[src/rtl/parking_pkg.sv]
// ============================================================================
// Module   : parking_pkg
// Brief    : Shared sizing constants, width helper and slot index type for the
//            car-park occupancy blocks.
// Revision : 1.0 - initial release
// ============================================================================
`default_nettype none

package parking_pkg;

    localparam int NUM_SLOTS_DEF = 8;

    // Never returns zero, so a 1-slot index still has a usable width.
    function automatic int idx_width(input int n);
        return (n > 1) ? $clog2(n) : 1;
    endfunction

    localparam int SLOT_W_DEF = idx_width(NUM_SLOTS_DEF);
    localparam int CNT_W_DEF  = idx_width(NUM_SLOTS_DEF + 1);

    typedef logic [SLOT_W_DEF-1:0] slot_idx_t;

endpackage

`default_nettype wire

[src/rtl/slot_priority_enc.sv]
// ============================================================================
// Module   : slot_priority_enc
// Brief    : Combinational encoder returning the highest set index of a map.
// Revision : 1.0 - initial release
// ============================================================================
`default_nettype none

module slot_priority_enc #(
    parameter int N = 8,
    parameter int W = 3
) (
    input  logic [N-1:0] map_i,
    output logic [W-1:0] idx_o,
    output logic         any_o
);

    // Ascending scan: the last hit wins, giving the highest set index.
    always_comb begin
        idx_o = '0;
        for (int i = 0; i < N; i++) begin
            if (map_i[i]) begin
                idx_o = W'(i);
            end
        end
    end

    assign any_o = |map_i;

endmodule

`default_nettype wire

[src/rtl/parking_slot_manager.sv]
// ============================================================================
// Module   : parking_slot_manager
// Brief    : Registered free-slot bitmap with highest-index allocation,
//            exit validation, live free count and full/empty flags.
// Revision : 1.0 - initial release
// ============================================================================
`default_nettype none

module parking_slot_manager
    import parking_pkg::*;
#(
    parameter int NUM_SLOTS = NUM_SLOTS_DEF,
    parameter int SLOT_W    = idx_width(NUM_SLOTS),
    parameter int CNT_W     = idx_width(NUM_SLOTS + 1)
) (
    input  logic                 clk,
    input  logic                 rst_n,
    input  logic                 entry_req,
    input  logic                 exit_req,
    input  logic [SLOT_W-1:0]    exit_slot,
    output logic                 entry_grant,
    output logic [SLOT_W-1:0]    entry_slot,
    output logic                 entry_rej,
    output logic                 exit_ack,
    output logic                 exit_err,
    output logic [NUM_SLOTS-1:0] free_map,
    output logic [CNT_W-1:0]     free_count,
    output logic                 full,
    output logic                 empty
);

    localparam logic [CNT_W-1:0] C_ALL_FREE = CNT_W'(NUM_SLOTS);

    logic [NUM_SLOTS-1:0] free_map_q,   free_map_d;
    logic [CNT_W-1:0]     free_count_q, free_count_d;
    logic [SLOT_W-1:0]    entry_slot_q, entry_slot_d;
    logic                 full_q, empty_q;
    logic                 entry_grant_q, entry_rej_q, exit_ack_q, exit_err_q;

    logic [SLOT_W-1:0]    enc_idx;
    logic                 enc_any;
    logic                 exit_in_range;
    logic                 grant_d, rej_d, ack_d, err_d;

    slot_priority_enc #(
        .N (NUM_SLOTS),
        .W (SLOT_W)
    ) u_enc (
        .map_i (free_map_q),
        .idx_o (enc_idx),
        .any_o (enc_any)
    );

    assign exit_in_range = (32'(exit_slot) < NUM_SLOTS);

    // Both requests see the pre-edge map, so a freed slot is never re-granted
    // in the same cycle and the grant can never collide with a valid exit.
    always_comb begin
        grant_d = entry_req &&  enc_any;
        rej_d   = entry_req && !enc_any;
        ack_d   = 1'b0;
        if (exit_req && exit_in_range) begin
            ack_d = !free_map_q[exit_slot];
        end
        err_d   = exit_req && !ack_d;

        free_map_d = free_map_q;
        if (grant_d) begin
            free_map_d[enc_idx] = 1'b0;
        end
        if (ack_d) begin
            free_map_d[exit_slot] = 1'b1;
        end

        free_count_d = free_count_q - CNT_W'(grant_d) + CNT_W'(ack_d);
        entry_slot_d = grant_d ? enc_idx : entry_slot_q;
    end

    always_ff @(posedge clk or negedge rst_n) begin
        if (!rst_n) begin
            free_map_q    <= '1;
            free_count_q  <= C_ALL_FREE;
            full_q        <= 1'b0;
            empty_q       <= 1'b1;
            entry_slot_q  <= '0;
            entry_grant_q <= 1'b0;
            entry_rej_q   <= 1'b0;
            exit_ack_q    <= 1'b0;
            exit_err_q    <= 1'b0;
        end else begin
            free_map_q    <= free_map_d;
            free_count_q  <= free_count_d;
            full_q        <= (free_count_d == '0);
            empty_q       <= (free_count_d == C_ALL_FREE);
            entry_slot_q  <= entry_slot_d;
            entry_grant_q <= grant_d;
            entry_rej_q   <= rej_d;
            exit_ack_q    <= ack_d;
            exit_err_q    <= err_d;
        end
    end

    assign free_map    = free_map_q;
    assign free_count  = free_count_q;
    assign full        = full_q;
    assign empty       = empty_q;
    assign entry_slot  = entry_slot_q;
    assign entry_grant = entry_grant_q;
    assign entry_rej   = entry_rej_q;
    assign exit_ack    = exit_ack_q;
    assign exit_err    = exit_err_q;

endmodule

`default_nettype wire

[config.mk]
export PLATFORM = sky130hd
export DESIGN_NAME = parking_slot_manager
export DESIGN_NICKNAME = d
export VERILOG_FILES = /design/src/rtl/parking_pkg.sv /design/src/rtl/slot_priority_enc.sv /design/src/rtl/parking_slot_manager.sv
export SDC_FILE = /design/constraint.sdc
export NUM_CORES = 1
export LEC_CHECK = 0
export BUFFER_PORTS_ARGS = -buffer_cell sky130_fd_sc_hd__buf_2
export CAP_MARGIN = 10
export CORE_MARGIN = 3
export CORE_UTILIZATION = 46
export DETAILED_ROUTE_END_ITERATION = 16
export PLACE_DENSITY = 0.78
export SETUP_SLACK_MARGIN = 0.02
export SLEW_MARGIN = 0
export SYNTH_ARGS = -nofsm -noshare
export SYNTH_HDL_FRONTEND = slang
export SYNTH_SLANG_ARGS = --single-unit
[constraint.sdc]
create_clock -name clk -period 2.6 [get_ports clk]
set_clock_uncertainty 0.2 [all_clocks]
set_input_delay 0.52 -clock clk [delete_from_list [all_inputs] [get_ports clk]]
set_output_delay 0.52 -clock clk [all_outputs]
set_load 0.01 [all_outputs]
==> results of run 1 <==
==> worst max-delay path, cell delays in order, from the launching register on <==
cell     delay [ns]
dfstp_2        0.40
mux2_4         0.27
a22oi_2        0.19
nand3_2        0.11
ha_4           0.23
inv_2          0.06
ha_4           0.12
inv_2          0.03
fa_1           0.49
inv_2          0.05
or3_4          0.37
and3b_1        0.22
==> sequential cells by signal, summed over array words and instances, names as in the netlist <==
| signal | count |
|---|---|
| empty | 1 |
| entry_grant | 1 |
| entry_rej | 1 |
| entry_slot | 3 |
| exit_ack | 1 |
| exit_err | 1 |
| free_count | 4 |
| free_map | 8 |
| full | 1 |
==> area by class of cell <==
class	count	share of cell area, %
multi-input cells	65	36.36
flip-flops and latches	21	33.13
well taps	28	2.157
inverters	10	2.311
clock buffers	4	1.618
repair buffers	59	24.42
==> logic make-up after synthesis <==
| logic type | after synthesis |
|---|---|
| xor gates and xnor gates | 2 |
| muxes | 6 |
| DFF | 21 |
| and+or+nand+nor | 26 |
| AOI/OAI and AO/OA | 26 |
| adders and majority gates | 5 |
| buffers and inverters | 12 |
==> per-layer routing <==
metal / vias to the layer above / part of all wire [%] / GRT usage [%]
li1: 481 / - / -
met1: 490 / 42 / 26.87
met2: 36 / 52 / 37.20
met3: 2 / 4.4 / 3.217
met4: 0 / 0.80 / 4.858
met5: - / 0 / 0
==> synthesized netlist by cell type (all sizes together), types with 3 or more instances <==
master / count / share of area (%)
nand2: 3 / 1.0
nor2: 3 / 1.0
or3: 3 / 1.7
nor2b: 4 / 2.3
inv: 10 / 3.4
o31ai: 3 / 2.0
a31oi: 5 / 2.8
dfrtp: 11 / 25
ha: 4 / 4.5
dfstp: 10 / 24
o21ai: 4 / 1.8
and3: 4 / 2.5
a21oi: 7 / 3.5
mux2: 4 / 4.4
==> power by group <==
part           switching, W  internal, W
combinational      0.000477     0.000544
clock             0.0000944    0.0000598
sequential         0.000107     0.000484
==> what timing repair did <==
item | CTS | global route
endpoints found under the setup margin | 2 | 3
pin swaps | 2 | 1
hold endpoints to repair | 11 | 0
setup buffers | 8 | 1
resized for setup | 7 | 0
gates cloned | 0 | 0
hold buffers | 1 | 0
==> stage by stage <==
step | setup TNS (ns) | power (W) | hold WS, ns | setup slack (ns) | util (%)
global placement | -1.001 | 0.001445 | 0.2875 | -0.4725 | 66.72
finish | -0.3009 | 0.001766 | 0.2141 | -0.1915 | 72.72
floorplan | -0.6236 | 0.001136 | 0.02441 | -0.3541 | -
CTS | -0.2480 | 0.001752 | 0.2019 | -0.1637 | 72.38
detailed placement | -1.332 | 0.001487 | 0.2939 | -0.5474 | 66.72
global route | -0.4681 | 0.001896 | 0.2014 | -0.2837 | 72.72
==> path summary, 6_finish.rpt <==
| path | start | to | slack (ns) | cells after the start |
|---|---|---|---|---|
| max | free_map[4]$_DFF_PN1_ | empty$_DFF_PN1_ | -0.19 | 11 |
| min | exit_slot[0] | free_map[6]$_DFF_PN1_ | 0.21 | 2 |
| max reg2reg | free_map[4]$_DFF_PN1_ | empty$_DFF_PN1_ | -0.19 | 11 |
| min reg2reg | entry_slot[1]$_DFFE_PN0N_ | entry_slot[1]$_DFFE_PN0N_ | 0.33 | 1 |
| max in group asynchronous | rst_n | free_map[2]$_DFF_PN1_ | 1.36 | 2 |
| min in group asynchronous | rst_n | exit_ack$_DFF_PN0_ | 0.49 | 2 |
==> cell usage in the layout (no fill, tap or decap), drive strengths merged <==
cell and n:
nor2b 4, nor2 3, a21o 1, a31oi 5, and2 1, a2bb2oi 2
nor3 1, fa 1, dlygate4sd3 1, xnor2 2, inv 10, dfrtp 11
ha 4, nand2 3, nor4 2, a41oi 2, mux2i 2, clkbuf 4
nor3b 1, or3 3, nand2b 1, and3b 1, and3 4, o21ai 4
nand4 1, a21oi 7, buf 58, o41ai 1, dfstp 10, a22oi 1
o31ai 3, nand3 1, mux2 4
==> metrics.md, run 1 <==
| Metric | Value |
|---|---|
| Outcome | finished with violations |
| Violated checks | negative setup slack |
| Clk Latency, worst-skew pair | 0.30 ns |
| Number of failing setup endpoints in the final timing report | 2 |
| Share of the clock period used by the worst path | 107.4% |
| Layout area overhead | 47.50% |
| Floorplan die area | just over 3000 um^2 |
| Finished Layout Cells | around 190 |
| Initial core utilization | approximately 49% |
| # Max-Cap Violations | 0 |
| Number of nets in the layout | 172 |
| Hold Path Class | in2reg |
| Detailed router's first-iteration violation count | 18 |
| Highest attainable clock frequency | 358.2 MHz |
| Multi-input logic area | 590.6 um^2 |
| Peak supply drop | 0.0008434 V |
| Clock sink count | 21 |
| Horizontal die dimension | 54.93 um |
| Final-report hold violation count | 0 |
| Post-Synth Simple-Gate Area | 16.48% |
| Number of global-route vias before repair | 1004 |
| Antenna diode count | 0 |
| Minimum clock period after layout | between 2 and 3 ns |
| Slew HR | about 70% |
| GRT Util Overall | 21.03% |
| Io pins | 28 |
| Number of distinct library cells after synthesis | 35 |
| Syn Area/Cell | 11.24 um^2 |
| Setup crit end kind | flip-flop |
| Leakage power total | between 0.7 and 0.8 nW |
| Clock root buffer master | clkbuf_4 |
| Total standard cell area after synthesis | 1101 um^2 |
| Largest family of logic cells by synthesized area | simple AND/OR/NAND/NOR gates |
| Share of post-route cells with drive strength above 1 | 57.86% |
| Worst EP arrival | 2.84 ns |
| Post-synthesis compound-gate area fraction | 15.57% |
| Inserted Clock Buffers | 3 |
| Required time worst endpoint | 2.65 ns |
| Placed Instances | ~170 |
| Post-route ant nets | 0 |
| Final Cell Area | 1624 um^2 |
| Layout filler cell count | roughly 170 |
| Critical setup path kind | reg2reg |
| First-pass iteration count of the detailed router | 6 |
| Height of the die | 54.93 um |
| Max Slew Vio Count | 0 |
| P per Cell Area | 1088 nW/um^2 |
| CTS clk-pin slew, worst paths | approximately 0.11 ns |
| Buffer levels on the longest clock path | 2 |
| RSZ-0062 raised after global routing | true |
| EDFF count, synth | 0 |
| First-pass GRT wire length | about 4500 um |
| Flops & latches, synth | 21 |
| Number of instances in the synthesized netlist | 98 |
| Total congestion overflow | 0 |
| Register area | 538.0 um^2 |
| Routed WL | 2765 um |
| Total of warnings raised by yosys | 0 |
| Area of the core region | 2233 um^2 |
| Synth async-reset ratio | 100.0% |
| Maximum number of pins on one net before global-route repair | 22 |
| HPWL Detailed | 2023 um |
| DRC errors left | 0 |
| Post-Synth Adder-Cell Area | 6.364% |
| PortBufs | 27 |
| Total via count after detailed routing | 1009 |
| Post-synthesis xor/xnor area fraction | 1.591% |
| Final weighted congestion in routability-driven placement | between 0.8 and 0.9 |
| Mux share of post-synthesis cell area | 6.250% |
| Routed length per instance | between 10 and 15 um |
| Launching element type of the critical path | flip-flop |
| Number of rows created at floorplan | 17 |
| Final worst setup slack | -0.1915 ns |
| CP max FO | 3 |
| Initial antenna violation count | 0 |
| Flip-flop cell with the highest count after synthesis | dfrtp_1 |
| TritonCTS clock tree | built |
| Average via count per standard cell | approximately 5.4 |
| Clock H-tree levels | 1 |
| Share of the yosys chip area belonging to registers | 48.86% |
| Instance area after placement | 1490 um^2 |
| Synthesized Nets | 110 |
| Tightest Pin Transition | 0.4691 ns |
Note: power is estimated with default switching activity, not from simulation.
==> run 2: changes to the inputs <==
Settings changed: CELL_PAD_IN_SITES_DETAIL_PLACEMENT set to 1, CELL_PAD_IN_SITES_GLOBAL_PLACEMENT set to 1, CORE_UTILIZATION 46 to 36, SKIP_LAST_GASP set to 1.
==> run 2 against run 1 <==
- the run still ends with negative setup slack left
- flip-flop and latch count is the same
- combinational power barely moved
- critical path depth did not move
- critical path type unchanged
- critical endpoint unchanged
==> metrics.md, run 2 (synthesized netlist as in run 1, its figures left out) <==
| Metric | Value |
|---|---|
| First-pass GRT wire length | 5119 um (+14%) |
| Highest attainable clock frequency | 356.3 MHz (-0.53%) |
| Worst Hold Endpoint | free_map[6]$_DFF_PN1_ |
| Buffering stage count on the worst path with inverters included | 3 (unchanged) |
| Final Cell Area | 1575 um^2 (-3.0%) |
| Antenna diode count | 0 (unchanged) |
| Slew HR | 66.80% (-1.9 points) |
| Height of the die | 61.31 um (+12%) |
| Beginning of the worst register-to-register path | free_map[5]$_DFF_PN1_ |
| Internal reg-to-reg setup slack | -0.21 ns (about the same) |
| Slowest stage cell, crit path | fa_1 |
| Commonest non-fill, non-tap cell in the layout | buf_4 |
| Leakage power total | 0.7573 nW (-3.7%) |
| # Max-Cap Violations | 0 (unchanged) |
| Floorplan die area | 3758 um^2 (+25%) |
| Final weighted congestion in routability-driven placement | 0.8124 (-7.9%) |
| Area of the core region | 2829 um^2 (+27%) |
| Initial core utilization | 38.92% (-10 points) |
| RSZ-0062 raised after global routing | true |
| Slowest cell delay on critical path | 0.49 ns (about the same) |
| Violated checks | negative setup slack |
| Max Slew Vio Count | 0 (unchanged) |
| Launching element type of the critical path | flip-flop |
| Most used cell along the critical path | inv_2 |
| Setup crit end kind | flip-flop |
| Register area | 538.0 um^2 (unchanged) |
| Peak supply drop | 0.0004878 V (-42%) |
| Final worst setup slack | -0.2065 ns (-0.01496 ns) |
| Layout area overhead | 43.07% |
| FF-to-FF End | empty$_DFF_PN1_ |
| Cell family with most CP delay | adder cells |
| Io pins | 28 (unchanged) |
| Tightest Pin Transition | 0.4979 ns (+0.02884 ns) |
| Initial antenna violation count | 0 (unchanged) |
| Horizontal die dimension | 61.31 um (+12%) |
| CTS clk-pin slew, worst paths | 0.14 ns (+0.03 ns) |
| GRT Util Overall | 18.87% (-2.2 points) |
| P per Cell Area | 1118 nW/um^2 (+2.8%) |
| First-pass iteration count of the detailed router | 3 (-3) |
| Minimum clock period after layout | 2.807 ns (+0.01496 ns) |
| Number of cells on the worst reg-to-reg path | 11 (unchanged) |
| Share of post-route cells with drive strength above 1 | 57.14% (-0.72 points) |
| Buffer levels on the longest clock path | 2 (unchanged) |
| PortBufs | 27 (unchanged) |
| Average via count per standard cell | 5.351 (-0.82%) |
| Maximum number of pins on one net before global-route repair | 22 (unchanged) |
| DRC errors left | 0 (unchanged) |
| Detailed router's first-iteration violation count | 12 (-6) |
| Critical setup path kind | reg2reg |
| Number of nets in the layout | 167 (-2.9%) |
| Most used cells in the layout excluding fill and tap cells | buf_4 (27), buf_2 (26), dfrtp_1 (11), dfstp_2 (10), inv_1 (7) |
| Outcome | finished with violations |
| CP max FO | 4 (+1) |
| Instance area after placement | 1466 um^2 (-1.6%) |
| Total congestion overflow | 0 (unchanged) |
| Number of failing setup endpoints in the final timing report | 2 (unchanged) |
| Clock sink count | 21 (unchanged) |
| Hold Path Stages | 2 (unchanged) |
| Inserted Clock Buffers | 3 (unchanged) |
| Multi-input logic area | 590.6 um^2 (unchanged) |
| Hold Path Class | in2reg |
| TritonCTS clock tree | built |
| Number of global-route vias before repair | 1048 (+4.4%) |
| Clk Latency, worst-skew pair | 0.31 ns (about the same) |
| Total via count after detailed routing | 990 (-1.9%) |
| Post-route ant nets | 0 (unchanged) |
| Clock root buffer master | clkbuf_4 |
| Routed WL | 3116 um (+13%) |
| Number of rows created at floorplan | 19 (+2) |
| Worst EP arrival | 2.87 ns (+0.03 ns) |
| Cell-by-cell listing of the critical path | mux2_4 -> a22oi_2 -> nand3_2 -> ha_4 -> inv_2 -> ha_4 -> inv_2 -> fa_1 -> inv_2 -> or3_4 -> and3b_1 |
| Layout filler cell count | 328 (+91%) |
| HPWL Detailed | 2417 um (+19%) |
| Flip-flop count of the largest register, all copies and words added | 8 (unchanged) |
| Share of the clock period used by the worst path | 107.9% (+0.58 points) |
| Routed length per instance | 16.84 um (+14%) |
| Required time worst endpoint | 2.67 ns (+0.02 ns) |
| Clock H-tree levels | 1 (unchanged) |
| Start point of the worst min-delay path | exit_slot[0] |
| Final-report hold violation count | 0 (unchanged) |
| Post-Place Setup Slack | -0.5676 ns (-0.02021 ns) |
-- run 2: cell count changes in the layout (fill, tap and decap cells not counted) --
cell	before	now
buf_4	30	27
clkinv_2	0	1
buf_6	1	0
clkbuf_1	1	0
buf_12	1	0
-- run 2: cell type report --
type	instances	area share (%)
Clock buffer	3	1.430
Clock inverter	1	0.3177
Inverter	10	2.383
Multi-Input combinational cell	65	37.49
Sequential cell	21	34.15
Tap cell	31	2.462
Timing Repair Buffer	54	21.76
-- run 2: worst max-delay path by stage --
stage,startpoint,endpoint,slack [ns],cells past startpoint
2_1_floorplan,exit_slot[0],empty$_DFF_PN1_,-0.35,12
5_1_grt,free_map[5]$_DFF_PN1_,empty$_DFF_PN1_,-0.27,11
6_report,free_map[5]$_DFF_PN1_,empty$_DFF_PN1_,-0.21,11
3_3_place_gp,exit_slot[0],empty$_DFF_PN1_,-0.48,12
4_1_cts,free_map[5]$_DFF_PN1_,empty$_DFF_PN1_,-0.19,11
3_5_place_dp,exit_slot[0],empty$_DFF_PN1_,-0.57,12
-- run 2: where the power goes --
part | leakage [nW] | switching (W) | internal [W] | total (W)
Clock | 0.0177 | 0.000112 | 0.0000574 | 0.000170
Sequential | 0.239 | 0.000121 | 0.000485 | 0.000605
Combinational | 0.501 | 0.000469 | 0.000517 | 0.000986
-- run 2: per-layer routing --
layer,up-vias,share of wire (%),track usage (%)
met5,-,0,0
met3,2,2.7,3.354
met1,497,41,22.41
li1,471,-,-
met2,20,55,35.95
met4,0,0.51,2.477
-- run 2: per-stage QoR --
stage	TNS, ns	hold WS (ns)	total power, W	util, %	std cells
final	-0.3118	0.2469	0.001761	55.68	185
after floorplan	-0.6236	0.02441	0.001136	-	98
after global routing	-0.4584	0.2473	0.001902	55.68	185
after global placement	-1.072	0.2941	0.001429	51.84	174
after detailed placement	-1.434	0.2931	0.001482	51.84	174
after CTS	-0.3155	0.2293	0.001700	54.44	182
-- run 2: repair_timing --
item	CTS	global route
endpoints found under the hold margin	11	0
hold buffers	1	0
buffers inserted	3	3
setup endpoints to repair	2	2
resized for setup	2	4
